`src/rtl/alu_operand_stage_if.sv`:
```
// Bundle of the operand stage's decoder, forwarding and ALU-side signals.
// The slave modport is the stage. The master modport is its environment:
// the decoder, register file, forwarding network and EX stage.
interface alu_operand_stage_if #(
    parameter int unsigned WORD    = 32,
    parameter int unsigned FUNC3   = 3,
    parameter int unsigned REG_IDX = 5
);
    // Pipeline kill
    logic               flush;

    // Decoder side
    logic               in_valid;
    logic               in_ready;
    logic [FUNC3-1:0]   in_func3;
    logic               in_mode_flag;
    logic               in_imm_flag;
    logic [WORD-1:0]    in_imm;
    logic [REG_IDX-1:0] in_rs1_idx;
    logic [REG_IDX-1:0] in_rs2_idx;
    logic [REG_IDX-1:0] in_rd_idx;

    // Register file read data for in_rs1_idx / in_rs2_idx
    logic [WORD-1:0]    rf_rs1_data;
    logic [WORD-1:0]    rf_rs2_data;

    // Forwarding from EX and WB
    logic               ex_fwd_en;
    logic [REG_IDX-1:0] ex_fwd_rd;
    logic               ex_fwd_load;
    logic [WORD-1:0]    ex_fwd_data;
    logic               wb_fwd_en;
    logic [REG_IDX-1:0] wb_fwd_rd;
    logic [WORD-1:0]    wb_fwd_data;

    // ALU side
    logic               out_valid;
    logic               out_ready;
    logic [FUNC3-1:0]   out_func3;
    logic               out_mode_flag;
    logic               out_imm_flag;
    logic [WORD-1:0]    out_rs1;
    logic [WORD-1:0]    out_rs2;
    logic [REG_IDX-1:0] out_rd_idx;

    // Performance counter
    logic [31:0]        stall_count;

    modport master (
        output flush,
        output in_valid, in_func3, in_mode_flag, in_imm_flag, in_imm,
        output in_rs1_idx, in_rs2_idx, in_rd_idx,
        input  in_ready,
        output rf_rs1_data, rf_rs2_data,
        output ex_fwd_en, ex_fwd_rd, ex_fwd_load, ex_fwd_data,
        output wb_fwd_en, wb_fwd_rd, wb_fwd_data,
        input  out_valid, out_func3, out_mode_flag, out_imm_flag,
        input  out_rs1, out_rs2, out_rd_idx,
        output out_ready,
        input  stall_count
    );

    modport slave (
        input  flush,
        input  in_valid, in_func3, in_mode_flag, in_imm_flag, in_imm,
        input  in_rs1_idx, in_rs2_idx, in_rd_idx,
        output in_ready,
        input  rf_rs1_data, rf_rs2_data,
        input  ex_fwd_en, ex_fwd_rd, ex_fwd_load, ex_fwd_data,
        input  wb_fwd_en, wb_fwd_rd, wb_fwd_data,
        output out_valid, out_func3, out_mode_flag, out_imm_flag,
        output out_rs1, out_rs2, out_rd_idx,
        input  out_ready,
        output stall_count
    );
endinterface

```
`src/rtl/alu_operand_stage.sv`:
```
// Issue stage directly upstream of the ALU.
// It registers one decoded integer op and resolves rs1/rs2 from the register
// file plus EX/WB forwarding. For I-type ops the immediate replaces rs2.
// A load in EX whose result is still pending cannot be forwarded. An op that
// reads such a register is held at the input (in_ready low) until EX advances.
module alu_operand_stage #(
    parameter int unsigned WORD    = 32,
    parameter int unsigned FUNC3   = 3,
    parameter int unsigned REG_IDX = 5
) (
    input logic                clk,
    input logic                rstn,
    alu_operand_stage_if.slave bus
);
    localparam int unsigned CntW = 32;

    // Registered op toward the ALU
    logic               out_valid_q;
    logic [FUNC3-1:0]   func3_q;
    logic               mode_flag_q;
    logic               imm_flag_q;
    logic [WORD-1:0]    rs1_q;
    logic [WORD-1:0]    rs2_q;
    logic [REG_IDX-1:0] rd_idx_q;

    // Stall counter
    logic [CntW-1:0]    stall_cnt_q;
    logic [CntW-1:0]    stall_cnt_d;

    // Combinational resolve / handshake terms
    logic               ex_hit_rs1;
    logic               ex_hit_rs2;
    logic               wb_hit_rs1;
    logic               wb_hit_rs2;
    logic [WORD-1:0]    rs1_res;
    logic [WORD-1:0]    rs2_res;
    logic [WORD-1:0]    rs2_sel;
    logic               load_hit_rs1;
    logic               load_hit_rs2;
    logic               hazard;
    logic               in_ready;
    logic               accept;
    logic               stall;

    // Forwarding matches; an EX load has no data yet, so it never forwards.
    always_comb begin
        ex_hit_rs1 = bus.ex_fwd_en && !bus.ex_fwd_load && (bus.ex_fwd_rd == bus.in_rs1_idx);
        ex_hit_rs2 = bus.ex_fwd_en && !bus.ex_fwd_load && (bus.ex_fwd_rd == bus.in_rs2_idx);
        wb_hit_rs1 = bus.wb_fwd_en && (bus.wb_fwd_rd == bus.in_rs1_idx);
        wb_hit_rs2 = bus.wb_fwd_en && (bus.wb_fwd_rd == bus.in_rs2_idx);
    end

    // Operand resolve: x0 reads zero, EX beats WB, WB beats the register file.
    always_comb begin
        if (bus.in_rs1_idx == '0) begin
            rs1_res = '0;
        end else if (ex_hit_rs1) begin
            rs1_res = bus.ex_fwd_data;
        end else if (wb_hit_rs1) begin
            rs1_res = bus.wb_fwd_data;
        end else begin
            rs1_res = bus.rf_rs1_data;
        end

        if (bus.in_rs2_idx == '0) begin
            rs2_res = '0;
        end else if (ex_hit_rs2) begin
            rs2_res = bus.ex_fwd_data;
        end else if (wb_hit_rs2) begin
            rs2_res = bus.wb_fwd_data;
        end else begin
            rs2_res = bus.rf_rs2_data;
        end

        rs2_sel = bus.in_imm_flag ? bus.in_imm : rs2_res;
    end

    // Load-use detection; rs2 is not a real source for I-type ops.
    always_comb begin
        load_hit_rs1 = (bus.ex_fwd_rd == bus.in_rs1_idx);
        load_hit_rs2 = !bus.in_imm_flag && (bus.ex_fwd_rd == bus.in_rs2_idx);
        hazard       = bus.in_valid && bus.ex_fwd_en && bus.ex_fwd_load &&
                       (bus.ex_fwd_rd != '0) && (load_hit_rs1 || load_hit_rs2);
    end

    // Input handshake and saturating stall counter next state.
    always_comb begin
        in_ready    = rstn && !bus.flush && !hazard && (!out_valid_q || bus.out_ready);
        accept      = bus.in_valid && in_ready;
        stall       = bus.in_valid && !in_ready;
        stall_cnt_d = stall_cnt_q;
        if (stall && (stall_cnt_q != '1)) begin
            stall_cnt_d = stall_cnt_q + 1'b1;
        end
    end

    // Output register: flush beats accept, accept beats drain, else hold.
    always_ff @(posedge clk) begin
        if (!rstn) begin
            out_valid_q <= 1'b0;
            func3_q     <= '0;
            mode_flag_q <= 1'b0;
            imm_flag_q  <= 1'b0;
            rs1_q       <= '0;
            rs2_q       <= '0;
            rd_idx_q    <= '0;
        end else if (bus.flush) begin
            out_valid_q <= 1'b0;
        end else if (accept) begin
            out_valid_q <= 1'b1;
            func3_q     <= bus.in_func3;
            mode_flag_q <= bus.in_mode_flag;
            imm_flag_q  <= bus.in_imm_flag;
            rs1_q       <= rs1_res;
            rs2_q       <= rs2_sel;
            rd_idx_q    <= bus.in_rd_idx;
        end else if (bus.out_ready) begin
            out_valid_q <= 1'b0;
        end
    end

    // Stall counter register.
    always_ff @(posedge clk) begin
        if (!rstn) begin
            stall_cnt_q <= '0;
        end else begin
            stall_cnt_q <= stall_cnt_d;
        end
    end

    assign bus.in_ready      = in_ready;
    assign bus.out_valid     = out_valid_q;
    assign bus.out_func3     = func3_q;
    assign bus.out_mode_flag = mode_flag_q;
    assign bus.out_imm_flag  = imm_flag_q;
    assign bus.out_rs1       = rs1_q;
    assign bus.out_rs2       = rs2_q;
    assign bus.out_rd_idx    = rd_idx_q;
    assign bus.stall_count   = stall_cnt_q;

endmodule
```
`src/flat_wrapper.sv`:
```
// flat-port wrapper written by rule: the top's interface ports become plain ports
module alu_operand_stage_flat 
#(
    parameter int unsigned WORD    = 32,
    parameter int unsigned FUNC3   = 3,
    parameter int unsigned REG_IDX = 5
)
  (clk, rstn, bus_flush, bus_in_valid, bus_in_func3, bus_in_mode_flag, bus_in_imm_flag, bus_in_imm, bus_in_rs1_idx, bus_in_rs2_idx, bus_in_rd_idx, bus_in_ready, bus_rf_rs1_data, bus_rf_rs2_data, bus_ex_fwd_en, bus_ex_fwd_rd, bus_ex_fwd_load, bus_ex_fwd_data, bus_wb_fwd_en, bus_wb_fwd_rd, bus_wb_fwd_data, bus_out_valid, bus_out_func3, bus_out_mode_flag, bus_out_imm_flag, bus_out_rs1, bus_out_rs2, bus_out_rd_idx, bus_out_ready, bus_stall_count);
  alu_operand_stage_if #(.WORD(WORD), .FUNC3(FUNC3), .REG_IDX(REG_IDX)) bus_i ();
  input logic clk;
  input logic rstn;
  input wire logic [$bits(bus_i.flush)-1:0] bus_flush;
  input wire logic [$bits(bus_i.in_valid)-1:0] bus_in_valid;
  input wire logic [$bits(bus_i.in_func3)-1:0] bus_in_func3;
  input wire logic [$bits(bus_i.in_mode_flag)-1:0] bus_in_mode_flag;
  input wire logic [$bits(bus_i.in_imm_flag)-1:0] bus_in_imm_flag;
  input wire logic [$bits(bus_i.in_imm)-1:0] bus_in_imm;
  input wire logic [$bits(bus_i.in_rs1_idx)-1:0] bus_in_rs1_idx;
  input wire logic [$bits(bus_i.in_rs2_idx)-1:0] bus_in_rs2_idx;
  input wire logic [$bits(bus_i.in_rd_idx)-1:0] bus_in_rd_idx;
  output wire logic [$bits(bus_i.in_ready)-1:0] bus_in_ready;
  input wire logic [$bits(bus_i.rf_rs1_data)-1:0] bus_rf_rs1_data;
  input wire logic [$bits(bus_i.rf_rs2_data)-1:0] bus_rf_rs2_data;
  input wire logic [$bits(bus_i.ex_fwd_en)-1:0] bus_ex_fwd_en;
  input wire logic [$bits(bus_i.ex_fwd_rd)-1:0] bus_ex_fwd_rd;
  input wire logic [$bits(bus_i.ex_fwd_load)-1:0] bus_ex_fwd_load;
  input wire logic [$bits(bus_i.ex_fwd_data)-1:0] bus_ex_fwd_data;
  input wire logic [$bits(bus_i.wb_fwd_en)-1:0] bus_wb_fwd_en;
  input wire logic [$bits(bus_i.wb_fwd_rd)-1:0] bus_wb_fwd_rd;
  input wire logic [$bits(bus_i.wb_fwd_data)-1:0] bus_wb_fwd_data;
  output wire logic [$bits(bus_i.out_valid)-1:0] bus_out_valid;
  output wire logic [$bits(bus_i.out_func3)-1:0] bus_out_func3;
  output wire logic [$bits(bus_i.out_mode_flag)-1:0] bus_out_mode_flag;
  output wire logic [$bits(bus_i.out_imm_flag)-1:0] bus_out_imm_flag;
  output wire logic [$bits(bus_i.out_rs1)-1:0] bus_out_rs1;
  output wire logic [$bits(bus_i.out_rs2)-1:0] bus_out_rs2;
  output wire logic [$bits(bus_i.out_rd_idx)-1:0] bus_out_rd_idx;
  input wire logic [$bits(bus_i.out_ready)-1:0] bus_out_ready;
  output wire logic [$bits(bus_i.stall_count)-1:0] bus_stall_count;
  assign bus_i.flush = bus_flush;
  assign bus_i.in_valid = bus_in_valid;
  assign bus_i.in_func3 = bus_in_func3;
  assign bus_i.in_mode_flag = bus_in_mode_flag;
  assign bus_i.in_imm_flag = bus_in_imm_flag;
  assign bus_i.in_imm = bus_in_imm;
  assign bus_i.in_rs1_idx = bus_in_rs1_idx;
  assign bus_i.in_rs2_idx = bus_in_rs2_idx;
  assign bus_i.in_rd_idx = bus_in_rd_idx;
  assign bus_in_ready = bus_i.in_ready;
  assign bus_i.rf_rs1_data = bus_rf_rs1_data;
  assign bus_i.rf_rs2_data = bus_rf_rs2_data;
  assign bus_i.ex_fwd_en = bus_ex_fwd_en;
  assign bus_i.ex_fwd_rd = bus_ex_fwd_rd;
  assign bus_i.ex_fwd_load = bus_ex_fwd_load;
  assign bus_i.ex_fwd_data = bus_ex_fwd_data;
  assign bus_i.wb_fwd_en = bus_wb_fwd_en;
  assign bus_i.wb_fwd_rd = bus_wb_fwd_rd;
  assign bus_i.wb_fwd_data = bus_wb_fwd_data;
  assign bus_out_valid = bus_i.out_valid;
  assign bus_out_func3 = bus_i.out_func3;
  assign bus_out_mode_flag = bus_i.out_mode_flag;
  assign bus_out_imm_flag = bus_i.out_imm_flag;
  assign bus_out_rs1 = bus_i.out_rs1;
  assign bus_out_rs2 = bus_i.out_rs2;
  assign bus_out_rd_idx = bus_i.out_rd_idx;
  assign bus_i.out_ready = bus_out_ready;
  assign bus_stall_count = bus_i.stall_count;
  alu_operand_stage #(.WORD(WORD), .FUNC3(FUNC3), .REG_IDX(REG_IDX)) u_core (.clk(clk), .rstn(rstn), .bus(bus_i));
endmodule
```
`config.mk`:
```
export PLATFORM = sky130hd
export DESIGN_NAME = alu_operand_stage_flat
export DESIGN_NICKNAME = d
export VERILOG_FILES = /design/src/rtl/alu_operand_stage_if.sv /design/src/rtl/alu_operand_stage.sv /design/src/flat_wrapper.sv
export SDC_FILE = /design/constraint.sdc
export NUM_CORES = 1
export LEC_CHECK = 0
export CAP_MARGIN = 5
export CORE_AREA = 2 2 117 119
export CTS_CLUSTER_DIAMETER = 200
export DETAILED_ROUTE_END_ITERATION = 10
export DIE_AREA = 0 0 119 121
export DONT_BUFFER_PORTS = 1
export GPL_ROUTABILITY_DRIVEN = 0
export HOLD_SLACK_MARGIN = 0.02
export PLACE_DENSITY = 0.69
export SLEW_MARGIN = 25
export SYNTH_ARGS = -nofsm -noshare
export SYNTH_HDL_FRONTEND = slang
export SYNTH_SLANG_ARGS = --single-unit
```
`constraint.sdc`:
```
create_clock -name clk -period 2.3 [get_ports clk]
set_input_delay 0.345 -clock clk [delete_from_list [all_inputs] [get_ports clk]]
set_output_delay 0.345 -clock clk [all_outputs]
set_load 0.03 [all_outputs]
```
==> results of run 1 <==
Yosys cell counts (5+ instances only):
library cell	n
sky130_fd_sc_hd__o21ai_0	83
sky130_fd_sc_hd__buf_2	15
sky130_fd_sc_hd__or3_1	18
sky130_fd_sc_hd__a22o_1	32
sky130_fd_sc_hd__clkbuf_1	44
sky130_fd_sc_hd__xnor2_1	17
sky130_fd_sc_hd__o21ba_1	5
sky130_fd_sc_hd__nor2_1	47
sky130_fd_sc_hd__nand3_1	27
sky130_fd_sc_hd__a21boi_0	8
sky130_fd_sc_hd__dfxtp_1	107
sky130_fd_sc_hd__mux2i_1	6
sky130_fd_sc_hd__o31ai_1	10
sky130_fd_sc_hd__o21ba_2	24
sky130_fd_sc_hd__nand2b_1	9
sky130_fd_sc_hd__or4_1	8
sky130_fd_sc_hd__a31oi_1	64
sky130_fd_sc_hd__nand2_1	222
sky130_fd_sc_hd__a21boi_1	16
sky130_fd_sc_hd__nand4_1	14
worst max path at each step:
stage | startpoint | end | slack (ns) | depth (start not counted)
floorplan | u_core.bus.stall_count[0] | u_core.bus.stall_count[24] | 0.15 | 6
global placement | bus_in_rs2_idx[4] | u_core.bus.stall_count[7] | 0.14 | 7
detailed placement | bus_in_rs2_idx[4] | u_core.bus.stall_count[7] | 0.06 | 7
CTS | u_core.bus.stall_count[0] | u_core.bus.stall_count[7] | 0.09 | 9
global route | u_core.bus.stall_count[0] | u_core.bus.stall_count[7] | 0.1 | 9
finish | u_core.bus.stall_count[0] | u_core.bus.stall_count[7] | 0.23 | 9
area by class of cell:
cell class / count / share of cell area, %
multi-input cells: 655 / 53.9
well taps: 176 / 3.17
clock inverters: 6 / 0.809
flip-flops and latches: 107 / 30.8
repair buffers: 60 / 7.73
diodes: 1 / 0.0360
inverters: 2 / 0.108
clock buffers: 10 / 3.44
power groups by stage:
stage | Clock [mW] | Sequential [mW] | Combinational, mW
after floorplan | 0 | 2.11 | 0.350
after global placement | 0 | 2.13 | 0.429
after detailed placement | 0 | 2.13 | 0.438
after CTS | 1.58 | 2.08 | 0.440
after global routing | 1.65 | 2.09 | 0.491
final | 1.57 | 2.08 | 0.443
flip-flops by register name, summed over array words and instances, names as in the netlist:
register                  count
u_core.bus.stall_count       32
u_core.bus.out_imm_flag       1
u_core.bus.out_mode_flag      1
u_core.bus.out_rd_idx         5
u_core.bus.out_rs2           32
u_core.bus.out_rs1           32
u_core.bus.out_valid          1
u_core.bus.out_func3          3
per-layer routing:
metal	vias to the layer above	GRT usage [%]	wire length [microns]
li1	2964	-	-
met1	2939	33.6	8260
met2	328	48.0	10200
met3	50	7.94	2120
met4	2	11.5	610
met5	-	0	13
stage by stage:
step	hold slack [ns]	cells	worst slack [ns]	utilization [%]
after detailed placement	0.448	1000	0.0598	50.8
after global placement	0.446	1000	0.139	50.8
after floorplan	0.444	828	0.149	-
after global routing	0.0796	1016	0.0999	53.1
after CTS	0.0779	1016	0.0941	53.1
final	0.0868	1017	0.231	53.2
kinds of logic after synthesis:
family	count (synthesis)	share of synthesized area (%)
buffers and inverters	66	4.81
multiplexers	6	0.973
adder cells (fa/ha/maj)	1	0.203
flip-flops	107	34.7
AO/OA/AOI/OAI	256	29.1
AND/OR/NAND/NOR	371	27.3
XOR/XNOR	21	2.98
==> flow_metrics.tcl, run 1 <==
set metrics [dict create \
    multi_input_comb_area_sq_um 3750 \
    power_frac_seq_pct 50.9 \
    path_clk_slew_ns 0.08 \
    detailedRoute.firstPassIterationCount 6 \
    cts_tree "done" \
    fmax_ghz 0.483 \
    total_leakage_power_nw 2.59 \
    regArea_sq_um 2140 \
    synth_area_leaders "sky130_fd_sc_hd__dfxtp_1 35%, sky130_fd_sc_hd__nand2_1 14%, sky130_fd_sc_hd__o21ai_0 6.7%" \
    power_frac_comb_pct 10.8 \
    place_area_sq_um 6650 \
    mostFrequentLayoutCells "222 x sky130_fd_sc_hd__nand2_1, 107 x sky130_fd_sc_hd__dfxtp_1, 83 x sky130_fd_sc_hd__o21ai_0, 64 x sky130_fd_sc_hd__a31oi_1, 53 x sky130_fd_sc_hd__buf_4" \
    ctsHoldBuffers 0 \
    drive_above_1_share_pct 14.2 \
    final-max-slew-violation-count 0 \
    worstRegToRegCells 9 \
    most_common_cell_after_layout_fill_and_taps_aside "sky130_fd_sc_hd__nand2_1" \
    grt_start_max_net_pins 85 \
    grt_util_all_layers_pct 28.2 \
    worst_clock_skew_on_the_final_layout_ns 0.00805 \
    post-synth-top-area-fraction_pct 34.7 \
    ios 306 \
    cts-root-buf "sky130_fd_sc_hd__clkbuf_16" \
    post_cts_setup_bufs 0 \
    io_buffer_count 0 \
    worstHoldEndpoint "u_core.bus.out_func3[2]" \
    power_density_nw_per_um2 589 \
    die_width_microns 119 \
    synth_fp_nets 1027 \
    irDropWorstVdd_mv 0.482 \
    worstPathArrival_ns 2.35 \
    n_fill_cell 1245 \
    slowest_delay_ns 0.39 \
    place.detailed.hpwl_mm 15.6 \
    postLayoutCellArea_sq_um 6960 \
    power.clock.fraction_pct 38.3 \
    drt_iter0_markers 499 \
    setup_repair_after_global_routing_missed_its_margin "no" \
    required_ns 2.58 \
    grt_antenna_before_repair 2 \
    die_height_microns 121 \
    min_path_type "in2reg" \
    switching_share_pct 29.0 \
    synthesis.instances 828 \
    routed_via_density 6.18 \
    crit_type "reg2reg" \
    report.power.total_mw 4.10 \
    cap_viol_max_count 0 \
    yosysSeqAreaShare_pct 34.7 \
    critical_path_peak_fanout 15 \
    synth_seq_cells 107 \
    timing.max_slew.rel_slack_pct 55.8 \
    wire_length_of_the_first_global_routing_pass_mm 32.0 \
    clkLatencyLatePin_ns 0.35 \
    final_net_count 1034 \
    htree_levels 3 \
    routed-via-count 6283 \
    holdPathStages 2 \
    final.min_clock_period_ns 2.07 \
    std_cell_rows 42 \
    final_critical_path_share_of_the_clock_period_pct 90.0 \
    status "completed" \
    synth_enable_flop_cells 0 \
    cp_top_family "simple AND/OR/NAND/NOR gates" \
    number_of_global_route_vias_before_repair 6073 \
    grt-ovfl-total 0 \
    cp-start-kind "flip-flop" \
    timing_worst_slew_pin_value_ns 0.660 \
    timing.critical_path.slowest_stage_cell "sky130_fd_sc_hd__or4_1" \
    asyncSetResetFlopFracSynth_pct 0 \
    fin_tns_setup_ns 0 \
    drt-total-wl_mm 21.2 \
    dr_wl_cell_microns 20.8 \
    initial_utilization_pct 47.2 \
    area.growth.synth_to_final_pct 12.7 \
    postSynthAreaPerCell_sq_um 7.45 \
    yosys_warnings 0 \
    worst_setup_path_end_kind "flip-flop" \
    yosysTopAreaCell "sky130_fd_sc_hd__dfxtp_1" \
    drc_errors 0 \
    reg2reg_to "u_core.bus.stall_count[7]" \
    ys_types 50 \
    standard_cell_core_area_sq_um 13100 \
    cell_area_after_synthesis_sq_um 6170 \
    regToRegSetupSlack_ns 0.23 \
    total_switching_power_mw 1.19 \
    cts.repair.resized 0 \
    clockBufferDepth 2 \
    reg2reg_from "u_core.bus.stall_count[0]" \
    hp-start "bus_in_func3[2]" \
    dieArea_sq_um 14400 \
    number_of_endpoints_failing_setup_at_the_final_stage 0 \
    crit_buf_inv 2 \
    numClockSinks 107 \
    cp_cell_sequence "ha_1, nand2_1, nor4_2, buf_4, nand3_1, o211ai_4, buf_12, or4_1, a21boi_1" \
    internal-power_mw 2.91 \
    hold_viol 0 \
    cts-buffers-inserted 9 \
    ys_dominant_reg_cell "sky130_fd_sc_hd__dfxtp_1" \
    ant_nets 0 \
]
No activity file was read; power rests on OpenSTA's default activity.
==> run 2, diff against run 1 <==
--- a/config.mk
+++ b/config.mk
@@ -5,7 +5,7 @@
 export SDC_FILE = /design/constraint.sdc
 export NUM_CORES = 1
 export LEC_CHECK = 0
-export CAP_MARGIN = 5
+export CAP_MARGIN = 20
 export CORE_AREA = 2 2 117 119
 export CTS_CLUSTER_DIAMETER = 200
 export DETAILED_ROUTE_END_ITERATION = 10
@@ -13,7 +13,6 @@
 export DONT_BUFFER_PORTS = 1
 export GPL_ROUTABILITY_DRIVEN = 0
 export HOLD_SLACK_MARGIN = 0.02
-export PLACE_DENSITY = 0.69
 export SLEW_MARGIN = 25
 export SYNTH_ARGS = -nofsm -noshare
 export SYNTH_HDL_FRONTEND = slang
==> run 2 against run 1 <==
Net effect:
- first-iteration DRC count decreased by 4.6%
- critical path depth decreased by 3
- cell area decreased by 0.79%
- sequential power about the same
- hold slack improved by 0.0017 ns
- clock power about the same
- die area unchanged
- worst setup slack improved by 0.024 ns
- register-to-register slack improved by 0.02 ns
- critical endpoint is now u_core.bus.stall_count[31]
==> flow_metrics.tcl, run 2 (synthesis results as in run 1) <==
set metrics [dict create \
    drt_iter0_markers 476 \
    cp-start-kind "flip-flop" \
    placed_cells 993 \
    layout_setup_ws_ns 0.255 \
    path_clk_slew_ns 0.08 \
    total_switching_power_mw 1.20 \
    crit_start "u_core.bus.stall_count[23]" \
    irDropWorstVdd_mv 0.327 \
    number_of_global_route_vias_before_repair 6323 \
    ant_nets 0 \
    n_fill_cell 1268 \
    hold_viol 0 \
    postLayoutCellArea_sq_um 6900 \
    internal-power_mw 2.88 \
    power.clock.fraction_pct 38.2 \
    wire_length_of_the_first_global_routing_pass_mm 33.5 \
    drc_errors 0 \
    switching_share_pct 29.4 \
    pre_cts_slack_ns 0.170 \
    final_critical_path_share_of_the_clock_period_pct 88.9 \
    cts-buffers-inserted 9 \
    n_antenna_cell 0 \
    htree_levels 3 \
    crit_buf_inv 0 \
    reg2reg_from "u_core.bus.stall_count[23]" \
    cts-root-buf "sky130_fd_sc_hd__clkbuf_16" \
    area.growth.synth_to_final_pct 11.8 \
    clockBufferDepth 2 \
    final-max-slew-violation-count 0 \
    worstPathArrival_ns 2.33 \
    place_area_sq_um 6600 \
    fmax_ghz 0.489 \
    fin_tns_setup_ns 0 \
    hp-start "bus_in_mode_flag" \
    multi_input_comb_area_sq_um 3750 \
    grt-ovfl-total 0 \
    cts_tree "done" \
    initial_utilization_pct 47.2 \
    final.min_clock_period_ns 2.04 \
    dieArea_sq_um 14400 \
    clkLatencyLatePin_ns 0.35 \
    cap_viol_max_count 0 \
    grt_util_all_layers_pct 29.3 \
    place.detailed.hpwl_mm 15.9 \
    number_of_endpoints_failing_setup_at_the_final_stage 0 \
    final_net_count 1027 \
    worst_setup_path_end_kind "flip-flop" \
    report.power.total_mw 4.08 \
    slowest_delay_ns 0.57 \
    detailedRoute.firstPassIterationCount 5 \
    die_width_microns 119 \
    min_path_type "in2reg" \
    dr_wl_cell_microns 21.6 \
    finalNonFillerCells 1009 \
    timing_worst_slew_pin_value_ns 0.681 \
    drt-total-wl_mm 21.8 \
    worst_clock_skew_on_the_final_layout_ns 0.0115 \
    routed-via-count 6323 \
    crit_type "reg2reg" \
    total_leakage_power_nw 2.57 \
    m1WireLength_mm 8.41 \
    std_cell_rows 42 \
    power_density_nw_per_um2 591 \
    dr.max_layer_used "met4" \
    standard_cell_core_area_sq_um 13100 \
    mostFrequentLayoutCells "222 x sky130_fd_sc_hd__nand2_1, 107 x sky130_fd_sc_hd__dfxtp_1, 83 x sky130_fd_sc_hd__o21ai_0, 64 x sky130_fd_sc_hd__a31oi_1, 46 x sky130_fd_sc_hd__buf_4" \
    cp_top_family "simple AND/OR/NAND/NOR gates" \
    die_height_microns 121 \
    most_common_cell_after_layout_fill_and_taps_aside "sky130_fd_sc_hd__nand2_1" \
    route.met3.wl_mm 1.84 \
    setup_repair_after_global_routing_missed_its_margin "no" \
    regArea_sq_um 2140 \
    wl_met2_mm 10.9 \
    grt_antenna_before_repair 0 \
    critical_path_peak_fanout 7 \
    power_frac_seq_pct 51.1 \
    timing.critical_path.slowest_stage_cell "sky130_fd_sc_hd__dfxtp_1" \
    ios 306 \
    io_buffer_count 0 \
    routed_via_density 6.27 \
    timing.max_slew.rel_slack_pct 54.5 \
    cp_cell_sequence "nand2_1, nor3_2, and4_1, nand4_1, or3_1, a21boi_0" \
    status "completed" \
    post_cts_setup_bufs 0 \
    grt_start_max_net_pins 85 \
    power_frac_comb_pct 10.7 \
    numClockSinks 107 \
    required_ns 2.58 \
    drive_above_1_share_pct 13.6 \
]
[run 2: what timing repair did]
item                                    in CTS  in global routing
endpoints found under the setup margin       0                 13
hold buffers                                 0                  0
resized for setup                            0                  1
[run 2: cell type report]
type,count,area share (%)
repair buffers,53,7.03
clock inverters,7,0.979
clock buffers,9,3.26
inverters,2,0.109
well taps,176,3.19
flip-flops and latches,107,31.0
multi-input cells,655,54.4
[run 2: stage by stage]
| stage | hold slack [ns] | utilization [%] |
|---|---|---|
| final | 0.0885 | 52.7 |
| after global routing | 0.0895 | 52.7 |
| after floorplan | 0.444 | - |
| after CTS | 0.0785 | 52.7 |
| after detailed placement | 0.450 | 50.4 |
| after global placement | 0.447 | 50.4 |
[run 2: path summary, 6_finish.rpt]
path              depth (start not counted)  slack [ns]                    endpoint
setup / recovery                          6        0.26  u_core.bus.stall_count[31]
hold / removal                            2        0.09    u_core.bus.out_mode_flag
setup reg to reg                          6        0.26  u_core.bus.stall_count[31]
hold reg to reg                           2        0.53        u_core.bus.out_valid
[run 2: power groups by stage]
stage	clock, mW	sequential (mW)	combinational (mW)
after CTS	1.58	2.08	0.434
after global placement	0	2.13	0.416
after detailed placement	0	2.13	0.433
final	1.56	2.08	0.437
after floorplan	0	2.11	0.350
after global routing	1.63	2.09	0.487
[run 2: layer usage]
layer | vias up | track usage [%]
li1 | 2946 | -
met1 | 3012 | 34.3
met2 | 316 | 51.5
met3 | 49 | 7.19
met4 | 0 | 11.5
met5 | - | 0
